===== config.mk =====
export PLATFORM = sky130hd
export DESIGN_NAME = apb_cmd_queue
export DESIGN_NICKNAME = d
export VERILOG_FILES = /design/src/rtl/apb_cmd_queue.sv
export SDC_FILE = /design/constraint.sdc
export NUM_CORES = 1
export LEC_CHECK = 0
export BUFFER_PORTS_ARGS = -buffer_cell sky130_fd_sc_hd__buf_2
export CAP_MARGIN = 40
export CORE_MARGIN = 5
export CORE_UTILIZATION = 40
export DETAILED_ROUTE_END_ITERATION = 6
export GPL_TIMING_DRIVEN = 1
export PLACE_DENSITY = 0.69
export SETUP_SLACK_MARGIN = 0.3
export SLEW_MARGIN = 15
export SYNTH_ARGS = -nofsm -noshare
export SYNTH_HDL_FRONTEND = slang
export SYNTH_SLANG_ARGS = --single-unit

===== constraint.sdc =====
create_clock -name pclk -period 5.5 [get_ports pclk]
set_clock_uncertainty 0.2 [all_clocks]
set_input_delay 0.275 -clock pclk [delete_from_list [all_inputs] [get_ports pclk]]
set_output_delay 0.275 -clock pclk [all_outputs]
set_load 0.02 [all_outputs]

===== src/rtl/apb_cmd_queue.sv =====
// Command FIFO and one-at-a-time issue sequencer in front of the APB master.
// A command is issued as a single-cycle cmd_o pulse, and the next one waits for the snooped APB completion.
module apb_cmd_queue #(
  parameter int DEPTH   = 4,
  parameter int TIMEOUT = 16
) (
  input  logic                     pclk,
  input  logic                     preset_n,
  input  logic                     req_valid_i,
  input  logic [1:0]               req_cmd_i,
  output logic                     req_ready_o,
  output logic [1:0]               cmd_o,
  input  logic                     psel_i,
  input  logic                     penable_i,
  input  logic                     pready_i,
  output logic                     busy_o,
  output logic [$clog2(DEPTH):0]   level_o,
  output logic                     rd_done_o,
  output logic                     wr_done_o,
  output logic [7:0]               drop_cnt_o,
  output logic                     timeout_o,
  input  logic                     clr_err_i
);

  localparam int PW = $clog2(DEPTH);
  localparam int LW = PW + 1;
  localparam int WW = $clog2(TIMEOUT + 1);

  typedef enum logic [1:0] {IDLE, ISSUE, WAIT} state_t;

  function automatic logic [7:0] sat_inc8(input logic [7:0] v);
    return (v == 8'hFF) ? v : v + 8'd1;
  endfunction

  function automatic logic [WW-1:0] sat_inc_wait(input logic [WW-1:0] v);
    return (v == WW'(TIMEOUT)) ? v : v + WW'(1);
  endfunction

  state_t          state_q, state_d;
  logic [1:0]      mem [DEPTH];
  logic [PW-1:0]   wr_ptr_q, rd_ptr_q;
  logic [LW-1:0]   level_q, level_d;
  logic [1:0]      cur_cmd_q;
  logic            rd_done_q, wr_done_q;
  logic [7:0]      drop_q;
  logic            timeout_q;
  logic [WW-1:0]   wait_cnt_q;

  logic push, push_legal, push_illegal, pop, complete, timeout_set;

  assign req_ready_o  = (level_q != LW'(DEPTH));
  assign push         = req_valid_i & req_ready_o;
  assign push_legal   = push & req_cmd_i[0];
  assign push_illegal = push & ~req_cmd_i[0];
  assign pop          = (state_q == ISSUE);
  assign complete     = (state_q == WAIT) & psel_i & penable_i & pready_i;
  assign timeout_set  = (state_q == WAIT) & ~complete & (wait_cnt_q == WW'(TIMEOUT - 1));

  always_comb begin
    level_d = level_q;
    case ({push_legal, pop})
      2'b10:   level_d = level_q + LW'(1);
      2'b01:   level_d = level_q - LW'(1);
      default: level_d = level_q;
    endcase
  end

  // The WAIT exit looks at next-cycle occupancy so a push landing on the completion edge is issued without a gap.
  always_comb begin
    state_d = state_q;
    cmd_o   = 2'b00;
    case (state_q)
      IDLE:    if (level_q != '0) state_d = ISSUE;
      ISSUE: begin
        cmd_o   = mem[rd_ptr_q];
        state_d = WAIT;
      end
      WAIT:    if (complete) state_d = (level_d != '0) ? ISSUE : IDLE;
      default: state_d = IDLE;
    endcase
  end

  // Storage holds data only, so it carries no reset.
  always_ff @(posedge pclk) begin
    if (push_legal) mem[wr_ptr_q] <= req_cmd_i;
  end

  always_ff @(posedge pclk or negedge preset_n) begin
    if (!preset_n) begin
      state_q    <= IDLE;
      wr_ptr_q   <= '0;
      rd_ptr_q   <= '0;
      level_q    <= '0;
      cur_cmd_q  <= 2'b00;
      rd_done_q  <= 1'b0;
      wr_done_q  <= 1'b0;
      drop_q     <= 8'd0;
      timeout_q  <= 1'b0;
      wait_cnt_q <= '0;
    end else begin
      state_q   <= state_d;
      level_q   <= level_d;
      rd_done_q <= complete & (cur_cmd_q == 2'b01);
      wr_done_q <= complete & (cur_cmd_q == 2'b11);
      if (push_legal) wr_ptr_q <= wr_ptr_q + PW'(1);
      if (pop) begin
        rd_ptr_q  <= rd_ptr_q + PW'(1);
        cur_cmd_q <= mem[rd_ptr_q];
      end
      if (pop)
        wait_cnt_q <= '0;
      else if ((state_q == WAIT) && !complete)
        wait_cnt_q <= sat_inc_wait(wait_cnt_q);
      // Clear takes priority over a coincident set or count event.
      if (clr_err_i)
        timeout_q <= 1'b0;
      else if (timeout_set)
        timeout_q <= 1'b1;
      if (clr_err_i)
        drop_q <= 8'd0;
      else if (push_illegal)
        drop_q <= sat_inc8(drop_q);
    end
  end

  assign busy_o     = (state_q != IDLE);
  assign level_o    = level_q;
  assign rd_done_o  = rd_done_q;
  assign wr_done_o  = wr_done_q;
  assign drop_cnt_o = drop_q;
  assign timeout_o  = timeout_q;

endmodule


Word level (Yosys, flattened, before mapping)
Memories as Yosys holds them, arrays and structs flattened. Index checks and enable logic that the tools add are counted.

Shift-type cells: 0. Magnitude comparators: 0. Bitwise logic cells: 12. Divide/modulo/power cells: 0. Reduce and logical (&&, ||, !) cells: 12. $mul: 0. Equal/unequal tests: 14. Add/sub/neg operators: 6. Multiplexer cells: 16.

Operators with widths (count): $mux W8 (3); $mux W5 (3); $and A1 B1 Y1 (10); $add A8 B1 Y8 const B (1); $eq A8 B8 Y1 const B (1); $ne A2 B2 Y1 const B (4); $reduce_bool A2 Y1 (4); $eq A2 B1 Y1 const B (3); $eq A2 B2 Y1 const B (3); $mux W2 (3); $pmux W2 S3 (1); $pmux W3 S2 (1); $reduce_and A2 Y1 (3); $reduce_bool A3 Y1 (2); $add A5 B1 Y5 const B (1); $eq A5 B4 Y1 const B (1); $eq A5 B5 Y1 const B (1); $mux W1 (5); $add A2 B1 Y2 const B (2); $add A3 B1 Y3 const B (1); $ne A3 B3 Y1 const B (1); $sub A3 B1 Y3 const B (1); $logic_not A2 Y1 (1); $not A1 Y1 (2); 2 further kinds (2).

Flip-flop bits (word level): 27. Word-level logic and storage cells: 71. Bits in read-only memories: 0. Memory bits (writable): 8. Bits in latches: 0. Memories kept: 1.

Memory list: mem (depth 4, bits a word 2, read ports 1, clocked after memory_dff 0, wr ports 1, line 40) `logic [1:0] mem [DEPTH];`.

Logic depth before layout (Yosys ltp)
Gate-level depths: netlist of the first run.

Depth in word-level cells: 9. Depth in mapped cells: 9. Depth with buffers taken out: 7.

Worst setup path before layout of the first run
OpenSTA, ideal clock, no wires.

Path kind: register to register. Start: reg level_q[0], in the netlist level_o[0]. End: reg state_q[0]. Arrival time: 2.244 ns. Stages on the path, launching flop included: 10. Period minus slack after synthesis: 2.576 ns. Required time: 5.169 ns. Library setup time: 0.131 ns. Buffers on the path: 2. Setup slack: 2.924 ns. Cells stage by stage: dfrtp_1 -> or3b_1 -> buf_2 -> nor2b_4 -> buf_6 -> nand2b_1 -> fa_1 -> nor2_1 -> mux2i_1 -> a31oi_1.

Cells in the longest elaborated chain, start to end: 9.

Ends and longest elaborated chain: start: declaration (line 42) `logic [LW-1:0] level_q, level_d;`; start signal: assignment (line 102) `level_q <= level_d;`; $ne A3 B3 Y1 (*) (line 51) `assign req_ready_o = (level_q != LW'(DEPTH));`; net req_ready_o (line 11) `output logic req_ready_o,`; $and A1 B1 Y1 (*) (line 52) `assign push = req_valid_i & req_ready_o;`; $and A1 B1 Y1 (*) (line 53) `assign push_legal = push & req_cmd_i[0];`; $eq A2 B1 Y1 or $eq A2 B2 Y1 (tied branches) (line 61) `case ({push_legal, pop})`; $pmux W3 S2 (*) (line 61); $reduce_bool A3 Y1 (*) (line 78) `WAIT: if (complete) state_d = (level_d != '0) ? ISSUE : IDLE;`; $mux W1 (*) (line 78); $mux W2 (*) (line 78); $pmux W2 S3 (*) (line 72) `case (state_q)`; end signal: assignment (line 101) `state_q <= state_d;`; end: declaration (line 39) `state_t state_q, state_d;`.

The timed path passes the listed nets; every way through them passes the cells marked *. The select of a mux whose other input is x is not followed. A chain may end at the register's enable or synchronous reset.

Worst setup path after layout of the first run
Start: reg level_q[0], in the netlist level_o[0]. End: reg state_q[0].

Cells in the longest elaborated chain, start to end: 9.

Ends and longest elaborated chain (line): $ne A3 B3 Y1 (51); $and A1 B1 Y1 (52); $and A1 B1 Y1 (53); $eq A2 B1 Y1 or $eq A2 B2 Y1 (tied branches) (61); $pmux W3 S2 (61); $reduce_bool A3 Y1 (78); $mux W1 (78); $mux W2 (78); $pmux W2 S3 (72).

Parallel ways exist; a longest one is shown, timed or not. The select of a mux whose other input is x is not followed.

==> flow_results.xml, run 1 <==
<?xml version="1.0" encoding="UTF-8"?>
<metrics>
  <group name="yosys">
    <metric name="synth_enable_flop_cells" unit="">8</metric>
    <metric name="async_reset_ff_share" unit="%">77.1</metric>
    <metric name="synth.distinct_cells" unit="">38</metric>
    <metric name="ys.warnings.count" unit="">0</metric>
    <metric name="synth.top_cells.by_area" unit="">sky130_fd_sc_hd__dfrtp_1 (39%), sky130_fd_sc_hd__edfxtp_1 (14%), sky130_fd_sc_hd__ha_1 (5.8%)</metric>
    <metric name="synth.avg_cell_area" unit="µm²">11.5</metric>
    <metric name="post_synth_most_frequent_cells" unit="">sky130_fd_sc_hd__dfrtp_1 (27), sky130_fd_sc_hd__nand2_1 (11), sky130_fd_sc_hd__nor2_1 (10)</metric>
    <metric name="synth.ff_latch_count" unit="">35</metric>
    <metric name="primary_ff_master_synth" unit="">sky130_fd_sc_hd__dfrtp_1</metric>
    <metric name="post-synth-top-area-cell" unit="">sky130_fd_sc_hd__dfrtp_1</metric>
    <metric name="mappedNetlistArea" unit="mm²">0.00173</metric>
    <metric name="synth_cells" unit="">150</metric>
    <metric name="synth_most_common_cell" unit="">sky130_fd_sc_hd__dfrtp_1</metric>
    <metric name="synth.net_count" unit="">168</metric>
    <metric name="post-synth-top-area-fraction" unit="%">39.1</metric>
    <metric name="ys_seq_area_share" unit="%">53.0</metric>
  </group>
  <group name="clocking">
    <metric name="numCtsBuffers" unit="">5</metric>
    <metric name="hold_buffers" unit="">2</metric>
    <metric name="clock_tree_from_tritoncts" unit="">built</metric>
    <metric name="insertion_delay" unit="ns">0.29</metric>
    <metric name="cts.repair_timing.setup_buffer_count" unit="">0</metric>
    <metric name="cts_resized" unit="">0</metric>
    <metric name="cts-root-buf" unit="">sky130_fd_sc_hd__clkbuf_8</metric>
    <metric name="clk_pin_slew_worst_paths" unit="ns">0.07</metric>
    <metric name="htree_levels" unit="">2</metric>
    <metric name="cts.sinks" unit="">35</metric>
    <metric name="maximum_clock_path_buffer_count" unit="">2</metric>
  </group>
  <group name="floorplan">
    <metric name="start_util" unit="%">40.5</metric>
    <metric name="floorplan.rows" unit="">24</metric>
    <metric name="design.core.area" unit="mm²">0.00426</metric>
    <metric name="num_io_pins" unit="">27</metric>
    <metric name="die_height" unit="µm">75.7</metric>
    <metric name="die_area" unit="mm²">0.00573</metric>
    <metric name="dieWidth" unit="µm">75.7</metric>
  </group>
  <group name="final_layout">
    <metric name="fraction_of_layout_instances_using_a_drive_strength_above_1" unit="%">22.0</metric>
    <metric name="antennaDiodeCount" unit="">0</metric>
    <metric name="nNetsFinal" unit="">199</metric>
    <metric name="syn_to_final_growth" unit="%">19.0</metric>
    <metric name="layout.cells.non_filler" unit="">234</metric>
    <metric name="fillers" unit="">410</metric>
  </group>
  <group name="worst_setup_path">
    <metric name="crit_path_kind" unit="">reg2reg</metric>
    <metric name="critical_path_peak_fanout" unit="">11</metric>
    <metric name="crit_arrival" unit="ns">2.44</metric>
    <metric name="crit_path_end_kind" unit="">flop</metric>
    <metric name="worst_r2r_path_depth" unit="">7</metric>
    <metric name="worstPathRequired" unit="ns">5.46</metric>
    <metric name="worstSetupStartpointType" unit="">flop</metric>
  </group>
  <group name="timing">
    <metric name="worst_slack" unit="ns">3.02</metric>
    <metric name="rsz0062_at_grt" unit="">false</metric>
    <metric name="finalSetupViolations" unit="">0</metric>
    <metric name="timing.final.hold_violations" unit="">0</metric>
    <metric name="final_period_util" unit="%">45.0</metric>
    <metric name="final-max-slew-violation-count" unit="">0</metric>
    <metric name="shortest_period_the_worst_path_allows" unit="ns">2.48</metric>
    <metric name="finalHoldWorstSlack" unit="ns">0.0587</metric>
    <metric name="totalNegativeSetupSlack" unit="ns">0</metric>
    <metric name="achievable-frequency" unit="MHz">404</metric>
    <metric name="slew_headroom" unit="%">59.3</metric>
    <metric name="worst_slew_pin_slew" unit="ns">0.611</metric>
  </group>
  <group name="placement">
    <metric name="routabilityCongestion" unit="">0.844</metric>
    <metric name="detailedPlace.worstSlack" unit="ns">3.02</metric>
    <metric name="numPlacedInstances" unit="">224</metric>
    <metric name="hpwlAfterDp" unit="µm">2200</metric>
    <metric name="placement.io_buffers" unit="">26</metric>
  </group>
  <group name="route">
    <metric name="post_route_ant_nets" unit="">0</metric>
    <metric name="vias_after_detailed_routing" unit="">1171</metric>
    <metric name="remaining_drc_errors" unit="">0</metric>
    <metric name="drt_wl_total" unit="µm">2960</metric>
    <metric name="routed_wire_length_per_instance" unit="µm">12.7</metric>
    <metric name="drtPass1Iterations" unit="">4</metric>
    <metric name="iter_0_drt_violations" unit="">36</metric>
    <metric name="vias_per_cell" unit="">5.00</metric>
  </group>
  <group name="power">
    <metric name="vdd_drop_max" unit="µV">276</metric>
    <metric name="finalPower" unit="W">0.000978</metric>
    <metric name="power_per_cell_area" unit="mW/mm²">476</metric>
    <metric name="p_int" unit="W">0.000651</metric>
    <metric name="leakage" unit="nW">0.944</metric>
    <metric name="power.clock.fraction" unit="%">27.9</metric>
    <metric name="netSwitchingFraction" unit="%">33.5</metric>
    <metric name="combPwrFrac" unit="%">32.2</metric>
    <metric name="power.share.sequential" unit="%">39.9</metric>
    <metric name="power.switching" unit="W">0.000328</metric>
  </group>
  <group name="global_route">
    <metric name="grt_pass1_wl" unit="µm">5090</metric>
    <metric name="grt_antenna_before_repair" unit="">0</metric>
    <metric name="grt_max_degree" unit="">28</metric>
    <metric name="grtUsageTotal" unit="%">12.1</metric>
    <metric name="first_global_vias" unit="">1106</metric>
    <metric name="grt_overflow_total" unit="">0</metric>
  </group>
  <group name="run_status">
    <metric name="run_status" unit="">completed</metric>
  </group>
  <group name="worst_hold_path">
    <metric name="hold_depth" unit="">1</metric>
    <metric name="min_path_type" unit="">in2reg</metric>
  </group>
  <group name="flow_run">
    <metric name="max_cap_viol_count" unit="">0</metric>
  </group>
</metrics>
## registers in the layout (all words and copies together), names as in the netlist
signal	flops
rd_done_o	1
cur_cmd_q	2
wait_cnt_q	5
level_o	3
timeout_o	1
drop_cnt_o	8
state_q	2
mem	8
rd_ptr_q	2
wr_done_o	1
wr_ptr_q	2
## logic make-up (layout without fill, tap and decap cells)
logic type      Yosys count  in the layout  share of synthesized area (%)
simple gates             55             55                           17.7
fa+ha+maj                 9              9                           6.95
flops                    35             35                           53.0
compound gates           20             20                           7.46
xor+xnor                 10             10                           5.07
mux                       9              9                           6.66
buf+inv                  12             44                           3.11
## metrics by stage
step / cell area, µm² / utilization, %
after CTS: 2060 / 48.2
after global routing: 2060 / 48.2
after detailed placement: 1900 / 44.5
after global placement: 1900 / 44.5
after floorplan: 1730 / -
final: 2060 / 48.2
## final timing paths
check | startpoint | endpoint | slack (ns)
setup reg to reg | level_o[0]$_DFF_PN0_ | state_q[0]$_DFFE_PN0P_ | 3.02
setup / recovery | level_o[0]$_DFF_PN0_ | state_q[0]$_DFFE_PN0P_ | 3.02
hold / removal | req_cmd_i[0] | mem[3][0]$_DFFE_PP_ | 0.06
hold reg to reg | cur_cmd_q[1]$_DFFE_PN0N_ | rd_done_o$_DFF_PN0_ | 0.27
max in group asynchronous | preset_n | rd_ptr_q[1]$_DFFE_PN0N_ | 4.37
min in group asynchronous | preset_n | drop_cnt_o[0]$_DFFE_PN0P_ | 0.33
## layout make-up
class,count,area [µm²],area share [%]
inverter,8,30.0,1.46
tap,52,65.1,3.16
clock buffer,5,68.8,3.35
timing repair buffer,28,150,7.30
sequential,35,916,44.6
clock inverter,3,67.6,3.29
multi-input combinational,103,758,36.9
## worst max-delay path, cell delays in order (launching register included)
cell                       delay, ns
sky130_fd_sc_hd__dfrtp_1        0.44
sky130_fd_sc_hd__or3b_1         0.48
sky130_fd_sc_hd__nor2b_4        0.20
sky130_fd_sc_hd__nand2b_1       0.16
sky130_fd_sc_hd__fa_1           0.42
sky130_fd_sc_hd__nor2_1         0.15
sky130_fd_sc_hd__mux2i_1        0.20
sky130_fd_sc_hd__a31oi_1        0.09
## cells in the final DEF (no fill, tap or decap), types with 2 or more instances in the layout
| cell | instances |
|---|---|
| sky130_fd_sc_hd__o21ai_0 | 6 |
| sky130_fd_sc_hd__xor2_1 | 4 |
| sky130_fd_sc_hd__and3_1 | 3 |
| sky130_fd_sc_hd__bufinv_16 | 2 |
| sky130_fd_sc_hd__nor2b_1 | 2 |
| sky130_fd_sc_hd__o31ai_1 | 3 |
| sky130_fd_sc_hd__dfrtp_1 | 27 |
| sky130_fd_sc_hd__clkbuf_8 | 5 |
| sky130_fd_sc_hd__o2111ai_1 | 2 |
| sky130_fd_sc_hd__nand3_1 | 4 |
| sky130_fd_sc_hd__nand2b_1 | 4 |
| sky130_fd_sc_hd__a21o_1 | 2 |
| sky130_fd_sc_hd__edfxtp_1 | 8 |
| sky130_fd_sc_hd__xnor2_1 | 6 |
| sky130_fd_sc_hd__inv_1 | 8 |
| sky130_fd_sc_hd__buf_2 | 26 |
| sky130_fd_sc_hd__mux4_2 | 2 |
| sky130_fd_sc_hd__nand2_1 | 11 |
| sky130_fd_sc_hd__dlygate4sd3_1 | 2 |
| sky130_fd_sc_hd__a21oi_1 | 5 |
| sky130_fd_sc_hd__nand4_1 | 2 |
| sky130_fd_sc_hd__ha_1 | 8 |
| sky130_fd_sc_hd__or3_1 | 4 |
| sky130_fd_sc_hd__and2_1 | 6 |
| sky130_fd_sc_hd__nor2_1 | 10 |
| sky130_fd_sc_hd__mux2i_1 | 7 |
## metal layers
layer	GRT usage [%]	share of wire, %	routed length [µm]
met4	4.66	1.4	42
met5	0	0	0
met2	18.6	47	1380
met1	15.3	44	1320
met3	5.01	7.5	221
## power groups by stage
| stage | combinational [W] | sequential [W] | clock, W |
|---|---|---|---|
| floorplan | 0.000234 | 0.000397 | 0 |
| global placement | 0.000315 | 0.000393 | 0 |
| detailed placement | 0.000320 | 0.000396 | 0 |
| CTS | 0.000322 | 0.000391 | 0.000281 |
| global route | 0.000356 | 0.000404 | 0.000295 |
| finish | 0.000315 | 0.000390 | 0.000273 |
(Power assumes the default switching activity.)
==> inputs of run 2 (changes only) <==
--- a/config.mk
+++ b/config.mk
@@ -5,13 +5,14 @@
 export SDC_FILE = /design/constraint.sdc
 export NUM_CORES = 1
 export LEC_CHECK = 0
+export ABC_AREA = 1
 export BUFFER_PORTS_ARGS = -buffer_cell sky130_fd_sc_hd__buf_2
 export CAP_MARGIN = 40
 export CORE_MARGIN = 5
 export CORE_UTILIZATION = 40
 export DETAILED_ROUTE_END_ITERATION = 6
 export GPL_TIMING_DRIVEN = 1
-export PLACE_DENSITY = 0.69
+export PLACE_DENSITY = 0.68
 export SETUP_SLACK_MARGIN = 0.3
 export SLEW_MARGIN = 15
 export SYNTH_ARGS = -nofsm -noshare
==> constraint.sdc (replaced) <==
create_clock -name pclk -period 2.5 [get_ports pclk]
set_clock_uncertainty 0.2 [all_clocks]
set_input_delay 0.125 -clock pclk [delete_from_list [all_inputs] [get_ports pclk]]
set_output_delay 0.125 -clock pclk [all_outputs]
set_load 0.02 [all_outputs]
==> run 2 against run 1 <==
Net effect:
- count of clock-buffer cells in the layout rose by 3
- die area rose by 3.1%
- final area is 4.9% higher
- synthesized area is 3.6% higher
- hold slack lost 0.044 ns
- non-clock buffer count rose by 5
- fmax up 21%
- via count rose by 20%
- critical path type unchanged
==> flow_results.xml, run 2 <==
<?xml version="1.0" encoding="UTF-8"?>
<metrics>
  <group name="run_status">
    <metric name="run_status" unit="">completed</metric>
  </group>
  <group name="route">
    <metric name="vias_after_detailed_routing" unit="">1405</metric>
    <metric name="drtPass1Iterations" unit="">4</metric>
    <metric name="remaining_drc_errors" unit="">0</metric>
    <metric name="drt_wl_total" unit="µm">3370</metric>
    <metric name="vias_per_cell" unit="">4.88</metric>
    <metric name="post_route_ant_nets" unit="">0</metric>
    <metric name="routed_wire_length_per_instance" unit="µm">11.7</metric>
    <metric name="iter_0_drt_violations" unit="">60</metric>
  </group>
  <group name="yosys">
    <metric name="post-synth-top-area-cell" unit="">sky130_fd_sc_hd__dfrtp_1</metric>
    <metric name="simple_gate_portion_of_the_synthesized_area" unit="%">25.2</metric>
    <metric name="compound_gate_fraction_of_synth_area" unit="%">7.55</metric>
    <metric name="main_combinational_cell_family_by_area_after_synthesis" unit="">simple AND/OR/NAND/NOR gates</metric>
    <metric name="synth.ff_latch_count" unit="">35</metric>
    <metric name="primary_ff_master_synth" unit="">sky130_fd_sc_hd__dfrtp_1</metric>
    <metric name="synth_mux_area_share" unit="%">0</metric>
    <metric name="post-synth-top-area-fraction" unit="%">37.7</metric>
    <metric name="synth.distinct_cells" unit="">26</metric>
    <metric name="synth_enable_flop_cells" unit="">8</metric>
    <metric name="synth.top_cells.by_area" unit="">sky130_fd_sc_hd__dfrtp_1 (38%), sky130_fd_sc_hd__edfxtp_1 (13%), sky130_fd_sc_hd__inv_1 (6.1%)</metric>
    <metric name="synth_cells" unit="">196</metric>
    <metric name="mappedNetlistArea" unit="mm²">0.00179</metric>
    <metric name="async_reset_ff_share" unit="%">77.1</metric>
    <metric name="ys_seq_area_share" unit="%">51.2</metric>
    <metric name="post_synth_most_frequent_cells" unit="">sky130_fd_sc_hd__inv_1 (29), sky130_fd_sc_hd__nand2_1 (28), sky130_fd_sc_hd__dfrtp_1 (27), sky130_fd_sc_hd__nor2_1 (25), sky130_fd_sc_hd__nand3_1 (15)</metric>
    <metric name="yosys.area_share.adder" unit="%">6.71</metric>
    <metric name="post_synth_xor_area_fraction" unit="%">2.45</metric>
    <metric name="synth.net_count" unit="">214</metric>
    <metric name="ys.warnings.count" unit="">0</metric>
    <metric name="synth.avg_cell_area" unit="µm²">9.14</metric>
    <metric name="synth_most_common_cell" unit="">sky130_fd_sc_hd__inv_1</metric>
  </group>
  <group name="worst_hold_path">
    <metric name="min_path_type" unit="">in2reg</metric>
    <metric name="worst_hold_startpoint" unit="">penable_i</metric>
  </group>
  <group name="clocking">
    <metric name="htree_levels" unit="">2</metric>
    <metric name="clk_pin_slew_worst_paths" unit="ns">0.07</metric>
    <metric name="insertion_delay" unit="ns">0.29</metric>
    <metric name="numCtsBuffers" unit="">5</metric>
    <metric name="cts-root-buf" unit="">sky130_fd_sc_hd__clkbuf_8</metric>
    <metric name="clock_tree_from_tritoncts" unit="">built</metric>
    <metric name="maximum_clock_path_buffer_count" unit="">2</metric>
    <metric name="cts.sinks" unit="">35</metric>
  </group>
  <group name="floorplan">
    <metric name="dieWidth" unit="µm">76.9</metric>
    <metric name="die_height" unit="µm">76.9</metric>
    <metric name="start_util" unit="%">41.1</metric>
    <metric name="num_io_pins" unit="">27</metric>
    <metric name="design.core.area" unit="mm²">0.00435</metric>
    <metric name="die_area" unit="mm²">0.00591</metric>
    <metric name="floorplan.rows" unit="">24</metric>
  </group>
  <group name="power">
    <metric name="power_per_cell_area" unit="mW/mm²">977</metric>
    <metric name="leakage" unit="nW">1.04</metric>
    <metric name="finalPower" unit="W">0.00211</metric>
    <metric name="vdd_drop_max" unit="µV">610</metric>
  </group>
  <group name="placement">
    <metric name="dpl_cell_area" unit="mm²">0.00198</metric>
    <metric name="routabilityCongestion" unit="">0.856</metric>
    <metric name="hpwlAfterDp" unit="µm">2480</metric>
    <metric name="placement.io_buffers" unit="">26</metric>
    <metric name="numPlacedInstances" unit="">273</metric>
  </group>
  <group name="timing">
    <metric name="timing.final.hold_violations" unit="">0</metric>
    <metric name="shortest_period_the_worst_path_allows" unit="ns">2.06</metric>
    <metric name="finalSetupViolations" unit="">0</metric>
    <metric name="achievable-frequency" unit="MHz">487</metric>
    <metric name="final-max-slew-violation-count" unit="">0</metric>
    <metric name="rsz0062_at_grt" unit="">false</metric>
    <metric name="slew_headroom" unit="%">58.3</metric>
    <metric name="finalHoldWorstSlack" unit="ns">0.0142</metric>
    <metric name="worst_slew_pin_slew" unit="ns">0.625</metric>
    <metric name="totalNegativeSetupSlack" unit="ns">0</metric>
    <metric name="final_period_util" unit="%">82.2</metric>
  </group>
  <group name="final_layout">
    <metric name="fillers" unit="">411</metric>
    <metric name="multiInputGateArea" unit="µm²">754</metric>
    <metric name="layout.area.seq" unit="µm²">916</metric>
    <metric name="mostFrequentLayoutCells" unit="">sky130_fd_sc_hd__inv_1 (29), sky130_fd_sc_hd__nand2_1 (28), sky130_fd_sc_hd__dfrtp_1 (27)</metric>
    <metric name="nNetsFinal" unit="">253</metric>
    <metric name="layout.cells.non_filler" unit="">288</metric>
    <metric name="mostFrequentLayoutCell" unit="">sky130_fd_sc_hd__inv_1</metric>
    <metric name="fraction_of_layout_instances_using_a_drive_strength_above_1" unit="%">20.3</metric>
    <metric name="final_instance_area" unit="mm²">0.00216</metric>
    <metric name="syn_to_final_growth" unit="%">20.4</metric>
    <metric name="antennaDiodeCount" unit="">0</metric>
  </group>
  <group name="worst_setup_path">
    <metric name="timing.critical_path.buf_inv" unit="">1</metric>
    <metric name="crit_chain" unit="">nor2_4 -&gt; nand2_4 -&gt; nand3_4 -&gt; nand2_4 -&gt; fa_1 -&gt; inv_1 -&gt; nand2_1 -&gt; nand3b_1 -&gt; nand2_2 -&gt; nor2_1 -&gt; nor2_1</metric>
    <metric name="critical_path.slowest_cell" unit="">sky130_fd_sc_hd__dfrtp_1</metric>
    <metric name="kind_of_cell_adding_the_most_delay_to_the_critical_path" unit="">simple AND/OR/NAND/NOR gates</metric>
    <metric name="worstPathRequired" unit="ns">2.49</metric>
    <metric name="crit_arrival" unit="ns">2.04</metric>
    <metric name="timing.critical_path.slowest_cell_delay" unit="ns">0.43</metric>
    <metric name="crit_path_end_kind" unit="">flop</metric>
    <metric name="crit_path_kind" unit="">reg2reg</metric>
    <metric name="crit_start" unit="">level_o[0]$_DFF_PN0_</metric>
    <metric name="r2r-start" unit="">level_o[0]$_DFF_PN0_</metric>
    <metric name="worstSetupStartpointType" unit="">flop</metric>
    <metric name="critical_path_peak_fanout" unit="">9</metric>
  </group>
  <group name="global_route">
    <metric name="grt_pass1_wl" unit="µm">5910</metric>
    <metric name="grt_max_degree" unit="">28</metric>
    <metric name="grt_antenna_before_repair" unit="">0</metric>
    <metric name="grt_overflow_total" unit="">0</metric>
    <metric name="grtUsageTotal" unit="%">12.4</metric>
    <metric name="first_global_vias" unit="">1353</metric>
  </group>
  <group name="flow_run">
    <metric name="max_cap_viol_count" unit="">0</metric>
  </group>
</metrics>
-- run 2: what timing repair did --
item	CTS	global route
setup endpoints to repair	0	1
hold endpoints to repair	40	0
setup buffers	0	0
resized for setup	0	1
hold buffers	7	0
-- run 2: final cells by class --
class	instances	share of cell area [%]
Multi-Input combinational cell	128	35.0
Sequential cell	35	42.5
Tap cell	52	3.02
Timing Repair Buffer	33	9.29
Clock buffer	8	4.64
Inverter	32	5.57
-- run 2: per-layer routing --
metal  vias up  global-route usage (%)  routed length [µm]
met5         -                       0                   0
met4         0                    5.77                  60
met3         6                    4.10                 253
met2        47                    19.5                1550
met1       643                    15.2                1500
li1        709                       -                   -
-- run 2: tightest hold or removal path, cell delays in order --
cell                      delay (ns)
sky130_fd_sc_hd__buf_2          0.10
sky130_fd_sc_hd__nand3_1        0.07
sky130_fd_sc_hd__nand2_1        0.10
sky130_fd_sc_hd__nand2_1        0.07
-- run 2: power by group --
group / internal, W / total, W / switching, W
registers: 0.000718 / 0.000839 / 0.000121
clock network: 0.000251 / 0.000451 / 0.000200
logic: 0.000288 / 0.000816 / 0.000529
-- run 2: final timing paths --
kind                                                  end  slack (ns)  cells past startpoint
min in group asynchronous       drop_cnt_o[0]$_DFFE_PN0P_        0.19                      2
worst max register to register     state_q[0]$_DFFE_PN0P_        0.44                     11
worst max-delay path               state_q[0]$_DFFE_PN0P_        0.44                     11
worst min register to register        rd_done_o$_DFF_PN0_        0.27                      1
worst min-delay path               state_q[1]$_DFFE_PN0P_        0.01                      4
max in group asynchronous         wr_ptr_q[0]$_DFFE_PN0P_        1.51                      2
-- run 2: metrics by stage --
stage,setup slack [ns],utilization [%]
floorplan,0.418,-
global placement,0.516,45.5
detailed placement,0.438,45.5
CTS,0.420,49.4
global route,0.298,49.5
finish,0.445,49.5
-- run 2: cells by family after synthesis --
group	Yosys count
xor gates and xnor gates	5
AOI/OAI and AO/OA	26
DFF	35
buffers and inverters	33
and+or+nand+nor	88
adders and majority gates	9
